[src/rtl/button_event_ctrl.sv]
// button_event_ctrl: 2-FF sync, debounce and press FSM for one pushbutton.
// Define BTN_REPEAT_EN to enable auto-repeat pulses in the LONG state.
`timescale 1ns/1ps
module button_event_ctrl #(
    parameter int DB_CYCLES     = 16,
    parameter int LONG_CYCLES   = 100,
    parameter int REPEAT_CYCLES = 20,
    parameter int CW            = 16
) (
    input  logic clk,
    input  logic rst,
    input  logic sigIn,
    input  logic en,
    output logic sigOut,
    output logic pressPls,
    output logic releasePls,
    output logic longPls,
    output logic repeatPls,
    output logic busy
);

    typedef enum logic [1:0] {
        IDLE,
        HELD,
        LONG,
        WAIT_REL
    } state_t;

    localparam logic [CW-1:0] DB_LAST   = CW'(DB_CYCLES - 1);
    localparam logic [CW-1:0] LONG_LAST = CW'(LONG_CYCLES - 1);

    logic          sync_q1;
    logic          sync_in;
    logic [CW-1:0] db_cnt;
    logic          db_flip;
    logic          rise_ev;
    logic          fall_ev;

    state_t        state_q;
    state_t        state_d;
    logic [CW-1:0] hold_cnt;
    logic [CW-1:0] hold_d;
    logic          press_d;
    logic          release_d;
    logic          long_d;

    always_ff @(posedge clk or negedge rst) begin
        if (!rst) begin
            sync_q1 <= 1'b0;
            sync_in <= 1'b0;
        end else begin
            sync_q1 <= sigIn;
            sync_in <= sync_q1;
        end
    end

    // Edge events fire on the same edge sigOut changes
    assign db_flip = (sync_in != sigOut) && (db_cnt == DB_LAST);
    assign rise_ev = db_flip && !sigOut;
    assign fall_ev = db_flip && sigOut;

    always_ff @(posedge clk or negedge rst) begin
        if (!rst) begin
            db_cnt <= '0;
            sigOut <= 1'b0;
        end else begin
            if ((sync_in == sigOut) || db_flip) begin
                db_cnt <= '0;
            end else begin
                db_cnt <= db_cnt + 1'b1;
            end
            sigOut <= sigOut ^ db_flip;
        end
    end

`ifdef BTN_REPEAT_EN
    localparam logic [CW-1:0] REP_LAST = CW'(REPEAT_CYCLES - 1);
    logic repeat_d;
`else
    logic unused_rep;
    assign unused_rep = REPEAT_CYCLES[0];
`endif

    always_comb begin
        state_d   = state_q;
        hold_d    = hold_cnt + 1'b1;
        press_d   = 1'b0;
        release_d = 1'b0;
        long_d    = 1'b0;
`ifdef BTN_REPEAT_EN
        repeat_d  = 1'b0;
`endif
        unique case (state_q)
            IDLE: begin
                if (rise_ev) begin
                    state_d = en ? HELD : WAIT_REL;
                    press_d = en;
                end
            end
            HELD: begin
                if (fall_ev) begin
                    state_d   = IDLE;
                    release_d = en;
                end else if (!en) begin
                    state_d = WAIT_REL;
                end else if (hold_cnt == LONG_LAST) begin
                    state_d = LONG;
                    long_d  = 1'b1;
                end
            end
            LONG: begin
`ifdef BTN_REPEAT_EN
                if (hold_cnt == REP_LAST) begin
                    hold_d = '0;
                end
`else
                hold_d = '0;
`endif
                if (fall_ev) begin
                    state_d   = IDLE;
                    release_d = en;
                end else if (!en) begin
                    state_d = WAIT_REL;
`ifdef BTN_REPEAT_EN
                end else if (hold_cnt == REP_LAST) begin
                    repeat_d = 1'b1;
`endif
                end
            end
            WAIT_REL: begin
                if (fall_ev) begin
                    state_d = IDLE;
                end
            end
        endcase
        // Counter restarts on every state entry; idle states keep it at zero
        if ((state_d != state_q) || (state_q == IDLE) || (state_q == WAIT_REL)) begin
            hold_d = '0;
        end
    end

    always_ff @(posedge clk or negedge rst) begin
        if (!rst) begin
            state_q    <= IDLE;
            hold_cnt   <= '0;
            pressPls   <= 1'b0;
            releasePls <= 1'b0;
            longPls    <= 1'b0;
            busy       <= 1'b0;
        end else begin
            state_q    <= state_d;
            hold_cnt   <= hold_d;
            pressPls   <= press_d;
            releasePls <= release_d;
            longPls    <= long_d;
            busy       <= (state_d == HELD) || (state_d == LONG);
        end
    end

`ifdef BTN_REPEAT_EN
    always_ff @(posedge clk or negedge rst) begin
        if (!rst) begin
            repeatPls <= 1'b0;
        end else begin
            repeatPls <= repeat_d;
        end
    end
`else
    assign repeatPls = 1'b0;
`endif

endmodule

[config.mk]
export PLATFORM = sky130hd
export DESIGN_NAME = button_event_ctrl
export DESIGN_NICKNAME = d
export VERILOG_FILES = /design/src/rtl/button_event_ctrl.sv
export SDC_FILE = /design/constraint.sdc
export NUM_CORES = 1
export LEC_CHECK = 0
export ABC_AREA = 1
export CORE_ASPECT_RATIO = 1.1
export CORE_MARGIN = 5
export CORE_UTILIZATION = 51
export CTS_BUF_LIST = sky130_fd_sc_hd__clkbuf_4 sky130_fd_sc_hd__clkbuf_8 sky130_fd_sc_hd__clkbuf_16
export DETAILED_ROUTE_END_ITERATION = 16
export GPL_TIMING_DRIVEN = 0
export PLACE_DENSITY = 0.69
export SYNTH_ARGS = -nofsm -noshare
export SYNTH_HDL_FRONTEND = slang
export SYNTH_SLANG_ARGS = --single-unit
[constraint.sdc]
create_clock -name clk -period 2.7 [get_ports clk]
set_input_delay 0.405 -clock clk [delete_from_list [all_inputs] [get_ports clk]]
set_output_delay 0.405 -clock clk [all_outputs]
set_load 0.005 [all_outputs]
==> results.md <==
* Slew at the pin closest to its max-slew limit at between 0.5 and 0.6 ns
* Worst Path Buf+Inv at 3
* GRT Residual Overflow at 0
* MaxCap Viol Count at 0
* Post-CTS setup buffers at 0
* Fillcell total at 437
* DRT Pass-1 Iters at 4
* Cell row count at 26
* Ant. Diodes at 0
* Post-route design area at 0.00274 sq mm
* Top area cells in the synthesized netlist: dfrtp_1, nand2_1, nor2_1
* Placed cell areas at roughly 0.0026 sq mm
* Share of layout cells above drive strength 1 at between 10% and 20%
* Final setup violating endpoints at 0
* Syn. warnings at 0
* Initial antenna violation count at 0
* Top cell type's share of synthesized area at 41.6%
* Critical path destination: hold_cnt[12]
* Remaining antenna violation count at 0
* Gpl congestion at about 0.85
* Post-synth EDFFs at 0
* IO Port Bufs at 8
* Synth Register Bits at between 40 and 50
* First-pass GRT wire length at 8.58 mm
* Post-cts sizing count at 0
* CTS Sinks at 41
* Setup crit start kind: flip-flop
* Worst Path Required at between 2 and 3 ns
* TritonCTS buffer count at 5
* Clock Path Buffers at 2
* Reg2reg path depth at 13
* Critical Path Start: state_q[0]
* Clock Latency Late Sink at 0.30 ns
* Overall Global Routing Usage at 16.3%
* Avg Inst Size Synth at roughly 8 sq um
* Die width at 76.3 um
* WS Path Type: reg -> reg
* Critical Path AT at around 2.2 ns
* Status: finished clean
* Sw Share at 40.5%
* Top cells by count, synth: nand2_1, dfrtp_1, nor2_1
* Ys flop type: dfrtp_1
* Reg-to-reg slack, setup at just over 0.7 ns
* Setup WS post-layout at ~0.7 ns
* Ys async rst share at 100%
* Post-synth top area cell: dfrtp_1
* Post-synth cell types at 34
* Tcrit/Tclk final at 73.6%
* Final Non-Filler Cells at 379
* Most frequent cell after synthesis: nand2_1
* PwrDens at ~700 mW/mm^2
* Vias in the first global route at between 1500 and 2000
* Setup TNS Final at 0 ns
* Post-synth design cell area at about 0.0025 sq mm
* Largest net degree at the start of global routing at 24
* Routed WL per cell at about 12 um
* Net Sw Power at roughly 0.00079 W
* DRC Markers at 0
* Vias per Instance at about 5.1
* Static Leak at ~1.2 nW
* Peak supply drop at about 0.36 mV
* Crit end category: flip-flop
* Nets at about 330
* Chip height at just over 80 um
* Core area at between 0.004 and 0.005 sq mm
* CTS tree: yes
* Clock network power share at a little under a quarter
* Crit path largest cell delay at between 0.4 and 0.5 ns
* Register area share after synthesis at a little over two fifths
* Total wire length at ~4.7 mm
* P_int at 0.00116 W
* Pre-CTS WS at approximately 0.7 ns
* Clk slew on worst S/H paths at around 0.080 ns
* Reg power frac at a little over a third
* Hold_buf cts at 0
* Worst slew margin at about two thirds
* FF-to-FF Start: state_q[0]
* Max Fanout on Critical Path at 10
* Minimum clock period at just under 2 ns
* Clk root buf: clkbuf_8
* Most frequent cell on the critical path: nand2_1
* Worst Clk Skew at 0.00947 ns
* Initial Util at about 53%
* Min-delay worst type: in -> async
* Vias at between 1500 and 2000
* # IOs at 10
* Htree depth at 2
* Synth-to-Final Area Change at 11.1%
* Min Hold Slack at roughly 0.056 ns
* CP Depth at 13
* Net Count, Synth at 316
* RSZ-0062 raised after global routing: false
* Reg2reg end: hold_cnt[12]
* Delay-heaviest family, CP: simple AND/OR/NAND/NOR gates
* Worst-path cell chain: inv_1 -> ha_1 -> inv_1 -> nand3_1 -> nand2_1 -> nand2_1 -> nand2_1 -> nand2_1 -> nand2_1 -> nand2_1 -> nand3_4 -> buf_6 -> nor3_2
* Combinational power share at 42.0%
* F_max at 503 MHz
* Slowest CP cell: dfrtp_1
* Slew Limit Fails at 0
* Final hold vios at 0
* Hpwl dp at 3.55 mm
* Placed cell count at 371
* Initial drt markers at roughly 130
* Die area at ~0.0063 sq mm
* Syn Inst Count at around 310
==> metal layers <==
metal	global-route usage, %	up-vias	share of wire [%]
li1	-	1014	-
met4	5.41	0	1.1
met3	3.68	5	2.0
met1	20.1	906	45
met2	28.0	11	52
met5	0	-	0
==> power by group through the flow <==
stage	Sequential [W]	Combinational, W	Clock, W
after floorplan	0.000691	0.000639	0
after CTS	0.000685	0.000825	0.000459
after global routing	0.000692	0.000910	0.000488
final	0.000685	0.000816	0.000445
after detailed placement	0.000697	0.000822	0
after global placement	0.000697	0.000808	0
==> per-stage QoR <==
| stage | util [%] | total power, W |
|---|---|---|
| 2_1_floorplan | - | 0.00133 |
| 3_3_place_gp | 56.2 | 0.00150 |
| 3_5_place_dp | 56.7 | 0.00152 |
| 4_1_cts | 58.9 | 0.00197 |
| 5_1_grt | 58.9 | 0.00209 |
| 6_report | 58.9 | 0.00195 |
==> kinds of logic after synthesis <==
kind of cell | Yosys count | synth area share [%]
compound gates | 23 | 5.58
xor+xnor | 4 | 1.42
buf+inv | 45 | 8.22
fa+ha+maj | 6 | 3.05
simple gates | 186 | 39.9
flops | 41 | 41.6
other cells | 1 | 0.152
==> worst min-delay path by stage <==
| stage | from | end | slack [ns] |
|---|---|---|---|
| final | rst | hold_cnt[8] | 0.06 |
| after global routing | rst | hold_cnt[8] | 0.08 |
| after CTS | rst | hold_cnt[8] | 0.07 |
| after detailed placement | sync_q1 | sync_in | 0.34 |
| after global placement | sync_q1 | sync_in | 0.33 |
| after floorplan | rst | async pin | 0.11 |
==> area by class of cell <==
| type | count | area [sq um] | area share, % |
|---|---|---|---|
| sequential | 41 | 1030 | 37.5 |
| clock buffer | 7 | 96.3 | 3.52 |
| clock inverter | 1 | 5.00 | 0.183 |
| buffer | 7 | 60.1 | 2.19 |
| tap | 56 | 70.1 | 2.56 |
| timing repair buffer | 9 | 103 | 3.75 |
| multi-input combinational | 220 | 1240 | 45.1 |
| inverter | 38 | 143 | 5.21 |
==> worst reg2reg max path, stage by stage, from the launching register on <==
cell	delay [ns]
dfrtp_1	0.42
inv_1	0.14
ha_1	0.24
inv_1	0.20
nand3_1	0.11
nand2_1	0.07
nand2_1	0.05
nand2_1	0.05
nand2_1	0.08
nand2_1	0.07
nand2_1	0.08
nand3_4	0.13
buf_6	0.19
nor3_2	0.06
==> registers in the layout (all words and copies together) (netlist names), named ones only <==
register    flops
db_cnt         16
hold_cnt       16
state_q         2
busy            1
longPls         1
pressPls        1
releasePls      1
sync_in         1
sync_q1         1
==> cell usage in the layout, fill, tap and decap left out, types with 2 or more instances in the layout <==
master,n
nand2_1,62
dfrtp_1,41
nor2_1,37
inv_1,36
nand3_1,26
nor3_1,13
nor3_2,11
nor2_2,9
a21oi_1,9
o21ai_0,8
clkbuf_8,7
clkdlybuf4s50_1,7
nand4_1,6
ha_1,6
nand2_2,4
buf_6,4
nand3_4,3
a31o_2,3
or2_2,3
nor2_4,2
nand3b_1,2
xor2_1,2
clkbuf_1,2
nand2_4,2
nand3_2,2
nor4_1,2
xnor2_1,2
(Power assumes the default switching activity.)
